<file path="src/rtl/sim_run_controller_if.sv">
// Harness-side bundle for sim_run_controller: halt/pause inputs and run status outputs.
// The master modport is the controller side; slave is the harness side.
interface sim_run_controller_if #(
  parameter int CNT_WIDTH = 16,
  parameter int NUM_HALT  = 2
);
  logic [NUM_HALT-1:0]  halt_req;
  logic                 pause;
  logic                 dut_reset;
  logic                 run;
  logic [CNT_WIDTH-1:0] cycle_count;
  logic                 done;
  logic                 timeout;
  logic [NUM_HALT-1:0]  halt_src;
  logic                 finish_pulse;

  modport master (
    input  halt_req, pause,
    output dut_reset, run, cycle_count, done, timeout, halt_src, finish_pulse
  );

  modport slave (
    output halt_req, pause,
    input  dut_reset, run, cycle_count, done, timeout, halt_src, finish_pulse
  );
endinterface

</file>
<file path="src/rtl/sim_run_controller.sv">
// Simulation run controller: multi-cycle core reset, run-cycle counting, halt drain and timeout.
// Optional SIM_FINISH_EN: report the end-of-run cause and call $finish on the finish pulse.
module sim_run_controller #(
  parameter int CNT_WIDTH    = 16,
  parameter int RESET_CYCLES = 2,
  parameter int MAX_CYCLES   = 30,
  parameter int DRAIN_CYCLES = 4,
  parameter int NUM_HALT     = 2
) (
  input logic                 clk,
  input logic                 reset,
  sim_run_controller_if.master bus
);

  localparam int RST_W   = $clog2(RESET_CYCLES + 1);
  localparam int DRAIN_W = (DRAIN_CYCLES > 0) ? $clog2(DRAIN_CYCLES + 1) : 1;

  localparam logic [CNT_WIDTH-1:0] MAX_LAST   = CNT_WIDTH'(MAX_CYCLES - 1);
  localparam logic [RST_W-1:0]     RST_LAST   = RST_W'(RESET_CYCLES - 1);
  localparam logic [DRAIN_W-1:0]   DRAIN_LAST = DRAIN_W'(DRAIN_CYCLES - 1);

  if (RESET_CYCLES < 1) begin : g_bad_reset_cycles
    $error("sim_run_controller: RESET_CYCLES must be >= 1");
  end
  if (MAX_CYCLES < 0 || (longint'(MAX_CYCLES) >> CNT_WIDTH) != 0) begin : g_bad_max_cycles
    $error("sim_run_controller: MAX_CYCLES must fit below 2**CNT_WIDTH");
  end

  typedef enum logic [1:0] {
    ST_RST,
    ST_RUN,
    ST_DRAIN,
    ST_DONE
  } state_t;

  state_t               state;
  state_t               state_next;
  logic [RST_W-1:0]     rst_cnt;
  logic [RST_W-1:0]     rst_cnt_next;
  logic [DRAIN_W-1:0]   drain_cnt;
  logic [DRAIN_W-1:0]   drain_cnt_next;
  logic [CNT_WIDTH-1:0] count_next;
  logic [NUM_HALT-1:0]  halt_src_next;
  logic                 timeout_next;
  logic                 dut_reset_next;
  logic                 run_next;
  logic                 done_next;
  logic                 finish_next;

  logic halt_any;
  logic rst_last;
  logic drain_last;
  logic timeout_hit;
  logic count_sat;

  assign halt_any    = |bus.halt_req;
  assign rst_last    = (rst_cnt == RST_LAST);
  assign drain_last  = (drain_cnt == DRAIN_LAST);
  assign count_sat   = &bus.cycle_count;
  // A paused edge is not a counted cycle, so it can never trigger the timeout.
  assign timeout_hit = (MAX_CYCLES != 0) && !bus.pause && (bus.cycle_count == MAX_LAST);

  always_ff @(posedge clk) begin : state_register
    if (reset) begin
      state            <= ST_RST;
      rst_cnt          <= '0;
      drain_cnt        <= '0;
      bus.dut_reset    <= 1'b1;
      bus.run          <= 1'b0;
      bus.cycle_count  <= '0;
      bus.done         <= 1'b0;
      bus.timeout      <= 1'b0;
      bus.halt_src     <= '0;
      bus.finish_pulse <= 1'b0;
    end else begin
      state            <= state_next;
      rst_cnt          <= rst_cnt_next;
      drain_cnt        <= drain_cnt_next;
      bus.dut_reset    <= dut_reset_next;
      bus.run          <= run_next;
      bus.cycle_count  <= count_next;
      bus.done         <= done_next;
      bus.timeout      <= timeout_next;
      bus.halt_src     <= halt_src_next;
      bus.finish_pulse <= finish_next;
    end
  end

  // Halt outranks timeout when both land on the same RUN edge.
  always_comb begin : next_state_logic
    state_next = state;
    unique case (state)
      ST_RST:   if (rst_last) state_next = ST_RUN;
      ST_RUN: begin
        if (halt_any)         state_next = (DRAIN_CYCLES == 0) ? ST_DONE : ST_DRAIN;
        else if (timeout_hit) state_next = ST_DONE;
      end
      ST_DRAIN: if (drain_last) state_next = ST_DONE;
      default:  ;
    endcase
  end

  always_comb begin : output_logic
    rst_cnt_next   = rst_cnt;
    drain_cnt_next = drain_cnt;
    count_next     = bus.cycle_count;
    timeout_next   = bus.timeout;
    halt_src_next  = bus.halt_src;
    unique case (state)
      ST_RST: rst_cnt_next = rst_cnt + 1'b1;
      ST_RUN, ST_DRAIN: begin
        if (!bus.pause && !count_sat) count_next = bus.cycle_count + 1'b1;
        halt_src_next = bus.halt_src | bus.halt_req;
        if (state == ST_DRAIN) drain_cnt_next = drain_cnt + 1'b1;
        else if (halt_any)     drain_cnt_next = '0;
        else if (timeout_hit)  timeout_next = 1'b1;
      end
      default: ;
    endcase
    dut_reset_next = (state_next == ST_RST);
    run_next       = (state_next == ST_RUN) || (state_next == ST_DRAIN);
    done_next      = (state_next == ST_DONE);
    finish_next    = (state_next == ST_DONE) && (state != ST_DONE);
  end

`ifdef SIM_FINISH_EN
  always @(posedge clk) begin : sim_finish
    if (!reset && bus.finish_pulse) begin
      if (bus.timeout)
        $display("sim_run_controller: TIMEOUT cycle_count=%0d time=%0t", bus.cycle_count, $time);
      else
        $display("sim_run_controller: HALT halt_src=%b cycle_count=%0d time=%0t",
                 bus.halt_src, bus.cycle_count, $time);
      $finish;
    end
  end
`else
  // End of run is visible only through done and finish_pulse.
`endif

endmodule

</file>
<file path="src/flat_wrapper.sv">
// flat-port wrapper written by rule: the top's interface ports become plain ports
module sim_run_controller_flat 
#(
  parameter int CNT_WIDTH    = 16,
  parameter int RESET_CYCLES = 2,
  parameter int MAX_CYCLES   = 30,
  parameter int DRAIN_CYCLES = 4,
  parameter int NUM_HALT     = 2
)
  (clk, reset, bus_halt_req, bus_pause, bus_dut_reset, bus_run, bus_cycle_count, bus_done, bus_timeout, bus_halt_src, bus_finish_pulse);
  sim_run_controller_if #(.CNT_WIDTH(CNT_WIDTH), .NUM_HALT(NUM_HALT)) bus_i ();
  input logic clk;
  input logic reset;
  input wire logic [$bits(bus_i.halt_req)-1:0] bus_halt_req;
  input wire logic [$bits(bus_i.pause)-1:0] bus_pause;
  output wire logic [$bits(bus_i.dut_reset)-1:0] bus_dut_reset;
  output wire logic [$bits(bus_i.run)-1:0] bus_run;
  output wire logic [$bits(bus_i.cycle_count)-1:0] bus_cycle_count;
  output wire logic [$bits(bus_i.done)-1:0] bus_done;
  output wire logic [$bits(bus_i.timeout)-1:0] bus_timeout;
  output wire logic [$bits(bus_i.halt_src)-1:0] bus_halt_src;
  output wire logic [$bits(bus_i.finish_pulse)-1:0] bus_finish_pulse;
  assign bus_i.halt_req = bus_halt_req;
  assign bus_i.pause = bus_pause;
  assign bus_dut_reset = bus_i.dut_reset;
  assign bus_run = bus_i.run;
  assign bus_cycle_count = bus_i.cycle_count;
  assign bus_done = bus_i.done;
  assign bus_timeout = bus_i.timeout;
  assign bus_halt_src = bus_i.halt_src;
  assign bus_finish_pulse = bus_i.finish_pulse;
  sim_run_controller #(.CNT_WIDTH(CNT_WIDTH), .RESET_CYCLES(RESET_CYCLES), .MAX_CYCLES(MAX_CYCLES), .DRAIN_CYCLES(DRAIN_CYCLES), .NUM_HALT(NUM_HALT)) u_core (.clk(clk), .reset(reset), .bus(bus_i));
endmodule
</file>
<file path="config.mk">
export PLATFORM = sky130hd
export DESIGN_NAME = sim_run_controller_flat
export DESIGN_NICKNAME = d
export VERILOG_FILES = /design/src/rtl/sim_run_controller_if.sv /design/src/rtl/sim_run_controller.sv /design/src/flat_wrapper.sv
export SDC_FILE = /design/constraint.sdc
export NUM_CORES = 1
export LEC_CHECK = 0
export BUFFER_PORTS_ARGS = -buffer_cell sky130_fd_sc_hd__buf_4
export CAP_MARGIN = 25
export CORE_ASPECT_RATIO = 0.9
export CORE_MARGIN = 1
export CORE_UTILIZATION = 41
export CTS_CLUSTER_DIAMETER = 50
export CTS_CLUSTER_SIZE = 20
export DETAILED_ROUTE_END_ITERATION = 8
export GPL_ROUTABILITY_DRIVEN = 0
export GPL_TIMING_DRIVEN = 1
export SLEW_MARGIN = 20
export SYNTH_ARGS = -nofsm -noshare
export SYNTH_HDL_FRONTEND = slang
export SYNTH_SLANG_ARGS = --single-unit
</file>
<file path="constraint.sdc">
create_clock -name clk -period 2.71 [get_ports clk]
set_clock_uncertainty 0.15 [all_clocks]
set_input_delay 0.271 -clock clk [delete_from_list [all_inputs] [get_ports clk]]
set_output_delay 0.271 -clock clk [all_outputs]
set_load 0.05 [all_outputs]
</file>
==> Word-level counts from Yosys, hierarchy flattened <==
Cells that the tools add are included.
Widths: inputs -> output; s select.
{ "classes": {"addsub": 3, "eq_ne": 9, "muxes": 7, "bitwise_logic": 3, "n_reduce_logical": 15} }
{ "op_table": {"columns": ["cell", "n"], "rows": [
  ["$add 16x1->16 const B", 1],
  ["$eq 16x5->1 const B", 1],
  ["$reduce_and 16->1", 1],
  ["$mux 2", 4],
  ["$eq 2x1->1 const B", 3],
  ["$eq 2x2->1 const B", 3],
  ["$mux 3", 2],
  ["$pmux 2 s3", 1],
  ["$logic_not 2->1", 2],
  ["$reduce_and 2->1", 2],
  ["$reduce_and 4->1", 1],
  ["$reduce_or 2->1", 2],
  ["$add 3x1->3 const B", 1],
  ["$eq 3x2->1 const B", 1],
  ["$logic_and 1x1->1", 3],
  ["$add 2x1->2 const B", 1],
  ["$logic_not 1->1", 2],
  ["$ne 2x2->1 const B", 1],
  ["$not 1->1", 2],
  ["$or 2x2->2", 1],
  ["$reduce_bool 2->1", 1],
  ["$logic_or 1x1->1", 1]
]} }
{ "word_totals": {"regBits": 30, "in_bits": 5} }

==> Longest topological paths before layout <==
{ "logic_depth": {"ltp_word": 7, "ltp_mapped": 7, "ltp_nobuf": 7} }

==> Least setup slack after synthesis <==
OpenSTA, ideal clock, no wires.
{ "synth_timing": {"path_kind": "register -> register", "startpoint": "reg u_core.bus.cycle_count[0]", "endpoint": "reg u_core.bus.finish_pulse", "setup_ns": 0.073, "arrival_ns": 2.131, "required_time_ns": 2.487, "setup_slack_ns": 0.356, "stages_incl_launch_ff": 7, "path_buffers": 0, "synth_period_minus_slack_ns": 2.354, "path_cell_list": "dfxtp_1 > ha_1 > or4b_1 > nor4_4 > o221ai_2 > or2_4 > nor3_2"} }
{ "synth_between": {"elab_chain_cells": 7} }
{ "synth_lines": {"columns": ["element", "line", "text"], "rows": [
  ["start: declaration", "sim_run_controller_if.sv:19", "output dut_reset, run, cycle_count, done, timeout, halt_src, finish_pulse"],
  ["start signal: assignment", "sim_run_controller.sv:81", "bus.cycle_count <= count_next;"],
  ["$eq 16x5->1", "sim_run_controller.sv:61", "assign timeout_hit = (MAX_CYCLES != 0) && !bus.pause && (bus.cycle_count == MAX_LAST);"],
  ["$logic_and 1x1->1", "sim_run_controller.sv:61", null],
  ["$mux 2", "sim_run_controller.sv:96", "else if (timeout_hit) state_next = ST_DONE;"],
  ["$mux 2", "sim_run_controller.sv:95", "if (halt_any) state_next = (DRAIN_CYCLES == 0) ? ST_DONE : ST_DRAIN;"],
  ["$pmux 2 s3", "sim_run_controller.sv:92", "unique case (state)"],
  ["$eq 2x2->1", "sim_run_controller.sv:123", "finish_next = (state_next == ST_DONE) && (state != ST_DONE);"],
  ["$logic_and 1x1->1", "sim_run_controller.sv:123", null],
  ["end signal: assignment", "sim_run_controller.sv:85", "bus.finish_pulse <= finish_next;"],
  ["end: declaration", "sim_run_controller_if.sv:19", null]
]} }
Every way passes these cells.
A chain may end at the register's enable or synchronous reset.

==> Worst setup path in the final report <==
{ "layout_timing": {"startpoint": "reg u_core.state[0]", "endpoint": "reg u_core.bus.cycle_count[15]"} }
{ "layout_between": {"elab_chain_cells": 3, "elab_cells_between_ends": 4} }
{ "layout_lines": {"columns": ["element", "line", "text"], "rows": [
  ["start: declaration", "sim_run_controller.sv:36", "state_t state;"],
  ["start signal: assignment", "sim_run_controller.sv:76", "state <= state_next;"],
  ["$eq 2x1->1 / $eq 2x2->1 (equally long branches)", "sim_run_controller.sv:109", "unique case (state)"],
  ["$reduce_or 2->1 *", "sim_run_controller.sv:109", null],
  ["$reduce_and 2->1 (no line) *", null, null]
]} }
Every way passes the cells marked *; elsewhere a longest branch is shown, timed or not.

==> summary.md <==
| Metric | Value |
|---|---|
| Netlist cell types | 35 |
| CTS Buf Count | 5 |
| Min Tclk post-route | 2.44 ns |
| Port bufs | 27 |
| Synth top area cells | dfxtp_1 (41%), xnor2_1 (7.8%), ha_1 (7.7%) |
| Area Overhead vs Synth | 23.3% |
| Setup TNS | 0 ns |
| Ports | 28 |
| DRC | 0 |
| CTS H-tree lvls | 2 |
| First DRT Iteration DRCs | 87 |
| Multi-input gate area | 817 sq um |
| Max-slew violations | 0 |
| ANT nets after route | 0 |
| Post-synth EDFFs | 0 |
| All-Layer GR Usage | 17.6% |
| Vias in the first global route | 1135 |
| Diode count | 0 |
| Cell Rows | 20 |
| WL final | 2970 um |
| Clock Latency Late Sink | 0.28 ns |
| VDD IR max | a little under 0.4 mV |
| Cell taking the most area after synthesis | dfxtp_1 |
| Post-CTS setup buffer count | 0 |
| Most frequent cells after synthesis | dfxtp_1 (30), nor2_1 (29), xnor2_1 (13) |
| Fillers | around 330 |
| Drt first pass iters | 4 |
| Dominant cell by count in the synthesized netlist | dfxtp_1 |
| Die Ht | 58.6 um |
| Non-Filler Cell Area, Final | 0.00180 sq mm |
| Placed insts | 232 |
| Max-slew headroom | 59.0% |
| Routed len/inst | 12.4 um |
| First-pass GRT wire length | 4970 um |
| Worst-Margin Slew | around 0.61 ns |
| Register area | roughly 600 sq um |
| Fmax | 0.409 GHz |
| Cts repair resizes | 0 |
| CP Class | reg2reg |
| Ys async rst share | 0% |
| Die width | 64.9 um |
| Clk buf depth | 2 |
| Hold path depth | 3 |
| DP Area | between 0.0015 and 0.002 sq mm |
| Nets | 209 |
| Worst Setup End Kind | flip-flop |
| Crit Path Max Fanout | 7 |
| Clk root buf | clkbuf_8 |
| Post-Syn Area | 0.00146 sq mm |
| Initial antenna violation count | 0 |
| Largest net degree at the start of global routing | 29 |
| Ratio of cells with drive above 1 in the final layout | 21.4% |
| Cell Chain, Critical Path | inv_1 -> ha_1 -> nor2b_2 -> nand4_1 -> nor4_1 -> xnor2_1 -> nor2_1 |
| Leak | 0.685 nW |
| Final-report hold violation count | 0 |
| Full die area | 0.00380 sq mm |
| Top cell type's share of synthesized area | 41.1% |
| CP arrival | approximately 2.5 ns |
| Synthesized Nets | 178 |
| RSZ-0062 raised after global routing | no |
| Final period util | 90.2% |
| Vias per cell | 5.28 |
| Gr ovfl total | 0 |
| TritonCTS clock tree | built |
| Clk sinks | 30 |
| Hold-fix buffers, CTS | 0 |
| Initial Utilization | 43.2% |
| Crit start category | flip-flop |
| Post-Synthesis Cells | ~160 |
| Synth Register Bits | 30 |
| HP Class | in2reg |
| Reg clk slew, reported paths | 0.06 ns |
| Pwr/cell area | 737 mW/mm^2 |
| Status | complete, no violations |
| Critical-path top delay cell | dfxtp_1 |
| Main flop type after synthesis | dfxtp_1 |
| Final setup vio count | 0 |
| Power, Total | between 0.001 and 0.0015 W |
| Largest stage delay, worst path | 0.43 ns |
| Crit path required time | 2.72 ns |
| HPWL Detailed | 2190 um |
| Vias | 1266 |
| Sequential cell area fraction in the yosys report | about 40% |
| Reg2reg path depth | 7 |
| CORE AREA | approximately 0.0034 sq mm |
| Syn Area/Cell | 8.90 sq um |
| Max Cap Viol | 0 |
| Syn. warnings | 0 |
| Finished Layout Cells | 240 |
worst paths after layout:
| check | slack (ns) | from | endpoint |
|---|---|---|---|
| setup / recovery | 0.27 | u_core.state[0]$_SDFF_PP0_ | u_core.bus.cycle_count[15]$_SDFFE_PP0P_ |
| hold / removal | 0.11 | bus_halt_req[1] | u_core.bus.halt_src[1]$_SDFFE_PP0P_ |
| setup reg to reg | 0.27 | u_core.state[0]$_SDFF_PP0_ | u_core.bus.cycle_count[15]$_SDFFE_PP0P_ |
| hold reg to reg | 0.32 | u_core.bus.halt_src[1]$_SDFFE_PP0P_ | u_core.bus.halt_src[1]$_SDFFE_PP0P_ |
sequential cells by signal (all words and copies together) (netlist names):
register	flops
u_core.bus.cycle_count	16
u_core.bus.done	1
u_core.bus.dut_reset	1
u_core.bus.finish_pulse	1
u_core.bus.halt_src	2
u_core.bus.run	1
u_core.bus.timeout	1
u_core.drain_cnt	3
u_core.rst_cnt	2
u_core.state	2
routing by layer:
layer / routed length [um] / share of wire, % / GRT usage [%] / vias to the layer above
met5: 0 / 0 / 0 / -
met4: 65 / 2.2 / 10.8 / 0
met3: 188 / 6.3 / 5.23 / 6
met2: 1230 / 42 / 25.3 / 32
met1: 1480 / 50 / 23.2 / 575
li1: - / - / - / 653
stage by stage:
step	hold slack [ns]	setup WS [ns]	util [%]
floorplan	0.266	0.356	-
global placement	0.309	0.273	50.5
detailed placement	0.312	0.146	50.5
CTS	0.107	0.126	53.2
global route	0.130	0.0303	53.3
finish	0.115	0.267	53.3
cell type report:
| type | count | share of cell area (%) |
|---|---|---|
| multi-input combinational | 122 | 45.4 |
| sequential | 30 | 33.4 |
| timing repair buffer | 27 | 11.3 |
| clock buffer | 7 | 4.79 |
| tap | 44 | 3.06 |
| inverter | 9 | 1.88 |
| clock inverter | 1 | 0.278 |
cells by family after synthesis:
logic type,Yosys count,synth area share (%)
DFF,30,41.1
and+or+nand+nor,80,30.7
AOI/OAI and AO/OA,20,9.60
buffers and inverters,12,3.08
xor gates and xnor gates,13,7.80
adders and majority gates,9,7.71
report_power, final:
part / switching, W / leakage, nW / total, W / internal [W]
clock: 0.000156 / 0.0482 / 0.000360 / 0.000204
combinational: 0.000268 / 0.394 / 0.000437 / 0.000169
sequential: 0.0000389 / 0.243 / 0.000531 / 0.000492
layout by cell type, fill, tap and decap left out, drive strengths merged:
cell type and instances:
nand3b 2, buf 27, a32oi 1, clkbuf 7, nand2b 1, xnor2 13, o221ai 2, clkinv 1
a211oi 5, or4 2, or3 1, nand2 5, inv 9, or4b 1, dfxtp 30, and4 1
nor3b 1, a31oi 1, ha 9, nor3 7, and2 1, nor2 29, a21o 1, nor4 9
nand4 7, a21oi 7, or3b 1, and3 2, nor2b 2, or2 1, nand4b 1, and4b 1
o21ai 3, nand3 5
worst max-delay path: cells and delay by family (launching register included):
family | cells | cell delay (ns)
adders and majority gates | 1 | 0.41
and+or+nand+nor | 4 | 1.06
xor gates and xnor gates | 1 | 0.16
buffers and inverters | 1 | 0.12
DFF | 1 | 0.43
Power figures use the tool's default switching activity.
